===== src/rtl/hazard_ctrl_pkg.sv =====
// Shared pipeline definitions for the hazard/flow-control unit:
// controller state encoding and the hard-wired zero register address.
package hazard_ctrl_pkg;

    typedef enum logic [1:0] {
        RUN      = 2'd0,
        MEM_WAIT = 2'd1,
        ERROR    = 2'd2
    } state_t;

    localparam logic [4:0] REG_ZERO = 5'd0;

endpackage


===== src/rtl/hazard_ctrl_sat_counter.sv =====
// Saturating up-counter: increments on inc and sticks at all-ones.
module sat_counter #(
    parameter int W = 16
) (
    input  logic         clock,
    input  logic         reset,
    input  logic         inc,
    output logic [W-1:0] count
);

    // Count up until all-ones, then hold.
    always_ff @(posedge clock or posedge reset) begin
        if (reset) begin
            count <= {W{1'b0}};
        end else if (inc && (count != {W{1'b1}})) begin
            count <= count + {{(W-1){1'b0}}, 1'b1};
        end else begin
            count <= count;
        end
    end

endmodule


===== src/rtl/hazard_ctrl.sv =====
// Pipeline hazard and flow-control unit: data-memory freeze, taken-branch
// squash and load-use bubble, plus memory timeout and performance counters.
module hazard_ctrl
    import hazard_ctrl_pkg::*;
#(
    parameter int CNT_W       = 16,
    parameter int MEM_TIMEOUT = 64
) (
    input  logic             clock,
    input  logic             reset,
    input  logic [4:0]       id_rs1,
    input  logic [4:0]       id_rs2,
    input  logic             id_uses_rs2,
    input  logic             ex_mem_read,
    input  logic [4:0]       ex_write_addr,
    input  logic             ex_branch_taken,
    input  logic             mem_req,
    input  logic             mem_ready,
    output logic             pc_write,
    output logic             ifid_write,
    output logic             ifid_flush,
    output logic             idex_write,
    output logic             idex_flush,
    output logic             exmem_write,
    output logic             memwb_bubble,
    output logic             mem_error,
    output logic [CNT_W-1:0] stall_count,
    output logic [CNT_W-1:0] flush_count
);

    localparam int              WC_W      = $clog2(MEM_TIMEOUT + 1);
    localparam logic [WC_W-1:0] WC_ONE    = {{(WC_W-1){1'b0}}, 1'b1};
    localparam logic [WC_W-1:0] TIMEOUT_V = WC_W'(MEM_TIMEOUT);

    state_t          state_r;
    logic [WC_W-1:0] wait_cnt_r;
    logic [WC_W-1:0] wait_inc_s;
    logic            frozen_s;
    logic            load_use_s;
    logic            stall_inc_s;
    logic            flush_inc_s;

    assign load_use_s = ex_mem_read && (ex_write_addr != REG_ZERO) &&
                        ((ex_write_addr == id_rs1) ||
                         (id_uses_rs2 && (ex_write_addr == id_rs2)));
    assign wait_inc_s = wait_cnt_r + WC_ONE;

    // Same-cycle control: freeze beats squash beats load-use; reset forces all low.
    always_comb begin
        pc_write     = 1'b1;
        ifid_write   = 1'b1;
        ifid_flush   = 1'b0;
        idex_write   = 1'b1;
        idex_flush   = 1'b0;
        exmem_write  = 1'b1;
        memwb_bubble = 1'b0;
        case (state_r)
            RUN:      frozen_s = mem_req && !mem_ready;
            MEM_WAIT: frozen_s = !mem_ready;
            ERROR:    frozen_s = 1'b1;
            default:  frozen_s = 1'b1;
        endcase
        if (reset) begin
            pc_write    = 1'b0;
            ifid_write  = 1'b0;
            idex_write  = 1'b0;
            exmem_write = 1'b0;
        end else if (frozen_s) begin
            pc_write     = 1'b0;
            ifid_write   = 1'b0;
            idex_write   = 1'b0;
            exmem_write  = 1'b0;
            memwb_bubble = 1'b1;
        end else if (ex_branch_taken) begin
            ifid_flush = 1'b1;
            idex_flush = 1'b1;
        end else if (load_use_s) begin
            pc_write   = 1'b0;
            ifid_write = 1'b0;
            idex_flush = 1'b1;
        end else begin
            idex_flush = 1'b0;
        end
    end

    assign stall_inc_s = (state_r != ERROR) &&
                         (frozen_s || (!ex_branch_taken && load_use_s));
    assign flush_inc_s = !frozen_s && ex_branch_taken;

    // Wait tracking: count consecutive not-ready cycles, trap into ERROR on timeout.
    always_ff @(posedge clock or posedge reset) begin
        if (reset) begin
            state_r    <= RUN;
            wait_cnt_r <= {WC_W{1'b0}};
            mem_error  <= 1'b0;
        end else begin
            case (state_r)
                RUN: begin
                    if (mem_req && !mem_ready) begin
                        wait_cnt_r <= WC_ONE;
                        if (WC_ONE >= TIMEOUT_V) begin
                            state_r   <= ERROR;
                            mem_error <= 1'b1;
                        end else begin
                            state_r <= MEM_WAIT;
                        end
                    end else begin
                        wait_cnt_r <= {WC_W{1'b0}};
                    end
                end
                MEM_WAIT: begin
                    if (mem_ready) begin
                        state_r    <= RUN;
                        wait_cnt_r <= {WC_W{1'b0}};
                    end else begin
                        wait_cnt_r <= wait_inc_s;
                        if (wait_inc_s >= TIMEOUT_V) begin
                            state_r   <= ERROR;
                            mem_error <= 1'b1;
                        end else begin
                            state_r <= MEM_WAIT;
                        end
                    end
                end
                ERROR: begin
                    state_r <= ERROR;
                end
                default: begin
                    state_r   <= ERROR;
                    mem_error <= 1'b1;
                end
            endcase
        end
    end

    sat_counter #(.W(CNT_W)) u_stall_cnt (
        .clock (clock),
        .reset (reset),
        .inc   (stall_inc_s),
        .count (stall_count)
    );

    sat_counter #(.W(CNT_W)) u_flush_cnt (
        .clock (clock),
        .reset (reset),
        .inc   (flush_inc_s),
        .count (flush_count)
    );

endmodule


===== config.mk =====
export PLATFORM = sky130hd
export DESIGN_NAME = hazard_ctrl
export DESIGN_NICKNAME = d
export VERILOG_FILES = /design/src/rtl/hazard_ctrl_pkg.sv /design/src/rtl/hazard_ctrl_sat_counter.sv /design/src/rtl/hazard_ctrl.sv
export SDC_FILE = /design/constraint.sdc
export NUM_CORES = 1
export LEC_CHECK = 0
export ABC_AREA = 1
export BUFFER_PORTS_ARGS = -buffer_cell sky130_fd_sc_hd__buf_2
export CORE_MARGIN = 8
export CORE_UTILIZATION = 45
export CTS_CLUSTER_DIAMETER = 200
export DETAILED_ROUTE_END_ITERATION = 10
export PLACE_DENSITY_LB_ADDON = 0.12
export SLEW_MARGIN = 20
export SYNTH_ARGS = -nofsm -noshare
export SYNTH_HDL_FRONTEND = slang
export SYNTH_SLANG_ARGS = --single-unit

===== constraint.sdc =====
create_clock -name clock -period 3.3 [get_ports clock]
set_input_delay 0.99 -clock clock [delete_from_list [all_inputs] [get_ports clock]]
set_output_delay 0.99 -clock clock [all_outputs]
set_load 0.01 [all_outputs]

==> results.sh <==
export IMPL_slew_viol_final=0
export IMPL_grt_start_max_net_pins=36
export IMPL_hold_ws_ps=466
export IMPL_crit_family="buffers and inverters"
export IMPL_die_width_um=92.0
export IMPL_post_cts_buffers=0
export IMPL_required_ps=2310
export IMPL_grt_pass1_vias=2321
export IMPL_power_density_nw_per_um2=291
export IMPL_hold_path_class="flip-flop to flip-flop"
export IMPL_fin_crit_sh=0.888
export IMPL_io_pins=62
export IMPL_clk_latency_ps=290
export IMPL_crit_type="input port to output port"
export IMPL_maxCapViolations=0
export IMPL_grt_pass1_wl_mm=10.3
export IMPL_start_kind="input port"
export IMPL_rr_startpoint="u_flush_cnt.count[0]$_DFFE_PP0P_"
export IMPL_whs_path_depth=1
export IMPL_drc_errors=0
export IMPL_fin_nets=436
export IMPL_setup_viol=0
export IMPL_fin_setup_tns_ps=0
export IMPL_htreeDepth=2
export IMPL_syn_area_um2=2600
export IMPL_ys_flop_type="dfrtp_1"
export IMPL_r2r_slack_ps=1240
export IMPL_die_y_um=92.0
export IMPL_cp_cell_sequence="buf_2, inv_1, nand4_1, o21ai_0, inv_1, nand3_1, nand2_2, nor2_1, buf_2"
export IMPL_worst_slew_pin_slew_ps=705
export IMPL_synth_top_area_frac=0.404
export IMPL_grt_ovfl_total=0
export IMPL_drt_iter0_drc=52
export IMPL_rsz0062_at_grt="no"
export IMPL_ir_drop_mv=0.206
export IMPL_synthTopCellsByCount="nand2_1, dfrtp_1, inv_1, nor2_1"
export IMPL_hold_viol=0
export IMPL_crit_path_start="ex_write_addr[2]"
export IMPL_min_period_ps=2930
export IMPL_io_buffers=61
export IMPL_numClockSinks=42
export IMPL_crit_slowest_cell="o21ai_0"
export IMPL_synth_edff_count=0
export IMPL_leakagePower_nw=1.68
export IMPL_yosysMostFrequentCell="nand2_1"
export IMPL_relSlewSlack=0.529
export IMPL_r2r_cells=9
export IMPL_wl_mm=6.04
export IMPL_initial_core_util=0.469
export IMPL_regToRegEndpoint="u_flush_cnt.count[10]$_DFFE_PP0P_"
export IMPL_synth_area_leaders="dfrtp_1, nand2_1, xor2_1"
export IMPL_clkSlewWorstSetupHoldPaths_ps=70
export IMPL_track_usage=0.144
export IMPL_clk_path_buf_depth=2
export IMPL_gp_congestion=0.829
export IMPL_post_drt_wl_per_cell_um=12.5
export IMPL_ys_seq_area_frac=0.404
export IMPL_dr_pass1_iters=4
export IMPL_critical_path_max_stage_delay_ps=170
export IMPL_placed_cells=476
export IMPL_drtAntennaViolNets=0
export IMPL_synthArstFlopShare=1.00
export IMPL_min_delay_start="mem_error$_DFFE_PP0P_"
export IMPL_cts_hold_buf=0
export IMPL_whs_endpoint="mem_error$_DFFE_PP0P_"
export IMPL_vias=2382
export IMPL_cp_num_buf_inv=4
export IMPL_cts_buffers=5
export IMPL_synthCells=349
export IMPL_path_max_fanout=3
export IMPL_finalPower_mw=0.882
export IMPL_rows=27
export IMPL_cp_data_arrival_time_ps=1940
export IMPL_vias_per_cell=4.93
export IMPL_endpoint_kind="output port"
export IMPL_yosys_warnings=0
export IMPL_avgSynthCellArea_um2=7.45
export IMPL_cts_root_buf="clkbuf_8"
export IMPL_postCtsResizedCells=0
export IMPL_coreArea_um2=5540
export IMPL_yosysUniqueCellTypes=34
export IMPL_status="complete, no violations"
export IMPL_synthDominantAreaCellType="dfrtp_1"
export IMPL_ys_seq_elements=42
export IMPL_final_cells=483
export IMPL_fmax_mhz=341
export IMPL_antenna_found_initial=0
export IMPL_dp_hpwl_mm=4.63
export IMPL_synth_nets=374
export IMPL_cts_tree="done"
export IMPL_die_area_um2=8460
export IMPL_area_delta_synth_final_pct=16.7
export IMPL_drive_gt1_frac=0.195
export IMPL_skew_ps=8.50
export IMPL_antenna_cells=0
-- metrics by stage --
step / util / area, um^2 / setup WS (ps)
4_1_cts: 0.547 / 3030 / 359
2_1_floorplan: - / 2600 / 209
6_report: 0.547 / 3030 / 370
3_3_place_gp: 0.533 / 2960 / 423
3_5_place_dp: 0.533 / 2960 / 366
5_1_grt: 0.547 / 3030 / 255
-- placed cells by master, fill, tap and decap left out, types with 5 or more instances in the layout --
master | Yosys | layout
nand2_1 | 116 | 116
buf_2 | 4 | 61
dfrtp_1 | 42 | 42
inv_1 | 37 | 37
nor2_1 | 32 | 32
nand3_1 | 21 | 21
nand4_1 | 21 | 21
xor2_1 | 18 | 18
xnor2_1 | 12 | 12
nor3_1 | 7 | 7
o21ai_0 | 6 | 6
a21oi_1 | 5 | 5
clkbuf_8 | 0 | 5
-- power by group --
group	leakage, nW	internal, mW	switching, mW
Sequential	0.538	0.515	0.00148
Clock	0.0383	0.146	0.166
Combinational	1.10	0.0208	0.0332
-- state kept, by name (all words and copies together), names as in the netlist --
| signal | count |
|---|---|
| u_flush_cnt.count | 16 |
| u_stall_cnt.count | 16 |
| mem_error | 1 |
| wait_cnt_r | 7 |
| state_r | 2 |
-- logic make-up after synthesis --
kind of cell | share of synthesized area
XOR/XNOR | 0.101
buffers and inverters | 0.0770
AND/OR/NAND/NOR | 0.364
AO/OA/AOI/OAI | 0.0390
adder cells (fa/ha/maj) | 0.0144
flip-flops | 0.404
-- area by class of cell --
type                       count  area (um^2)
clock buffer                   7         76.3
fill                         574         2510
inverter                      39          146
multi-input combinational    260         1350
sequential                    42         1050
tap                           72         90.1
timing repair buffer          63          320
-- worst max path at each step --
stage               cells after the start          to
global placement                        9    pc_write
CTS                                     9  ifid_write
detailed placement                      9  ifid_write
global route                            9    pc_write
floorplan                               9    pc_write
finish                                  9    pc_write
-- layer usage --
metal | global-route usage | vias to the layer above | routed length (um)
li1 | - | 1242 | -
met1 | 0.171 | 1100 | 2760
met2 | 0.256 | 36 | 3010
met3 | 0.0367 | 4 | 245
met4 | 0.0255 | 0 | 21
met5 | 0 | - | 0
(Power assumes the default switching activity.)
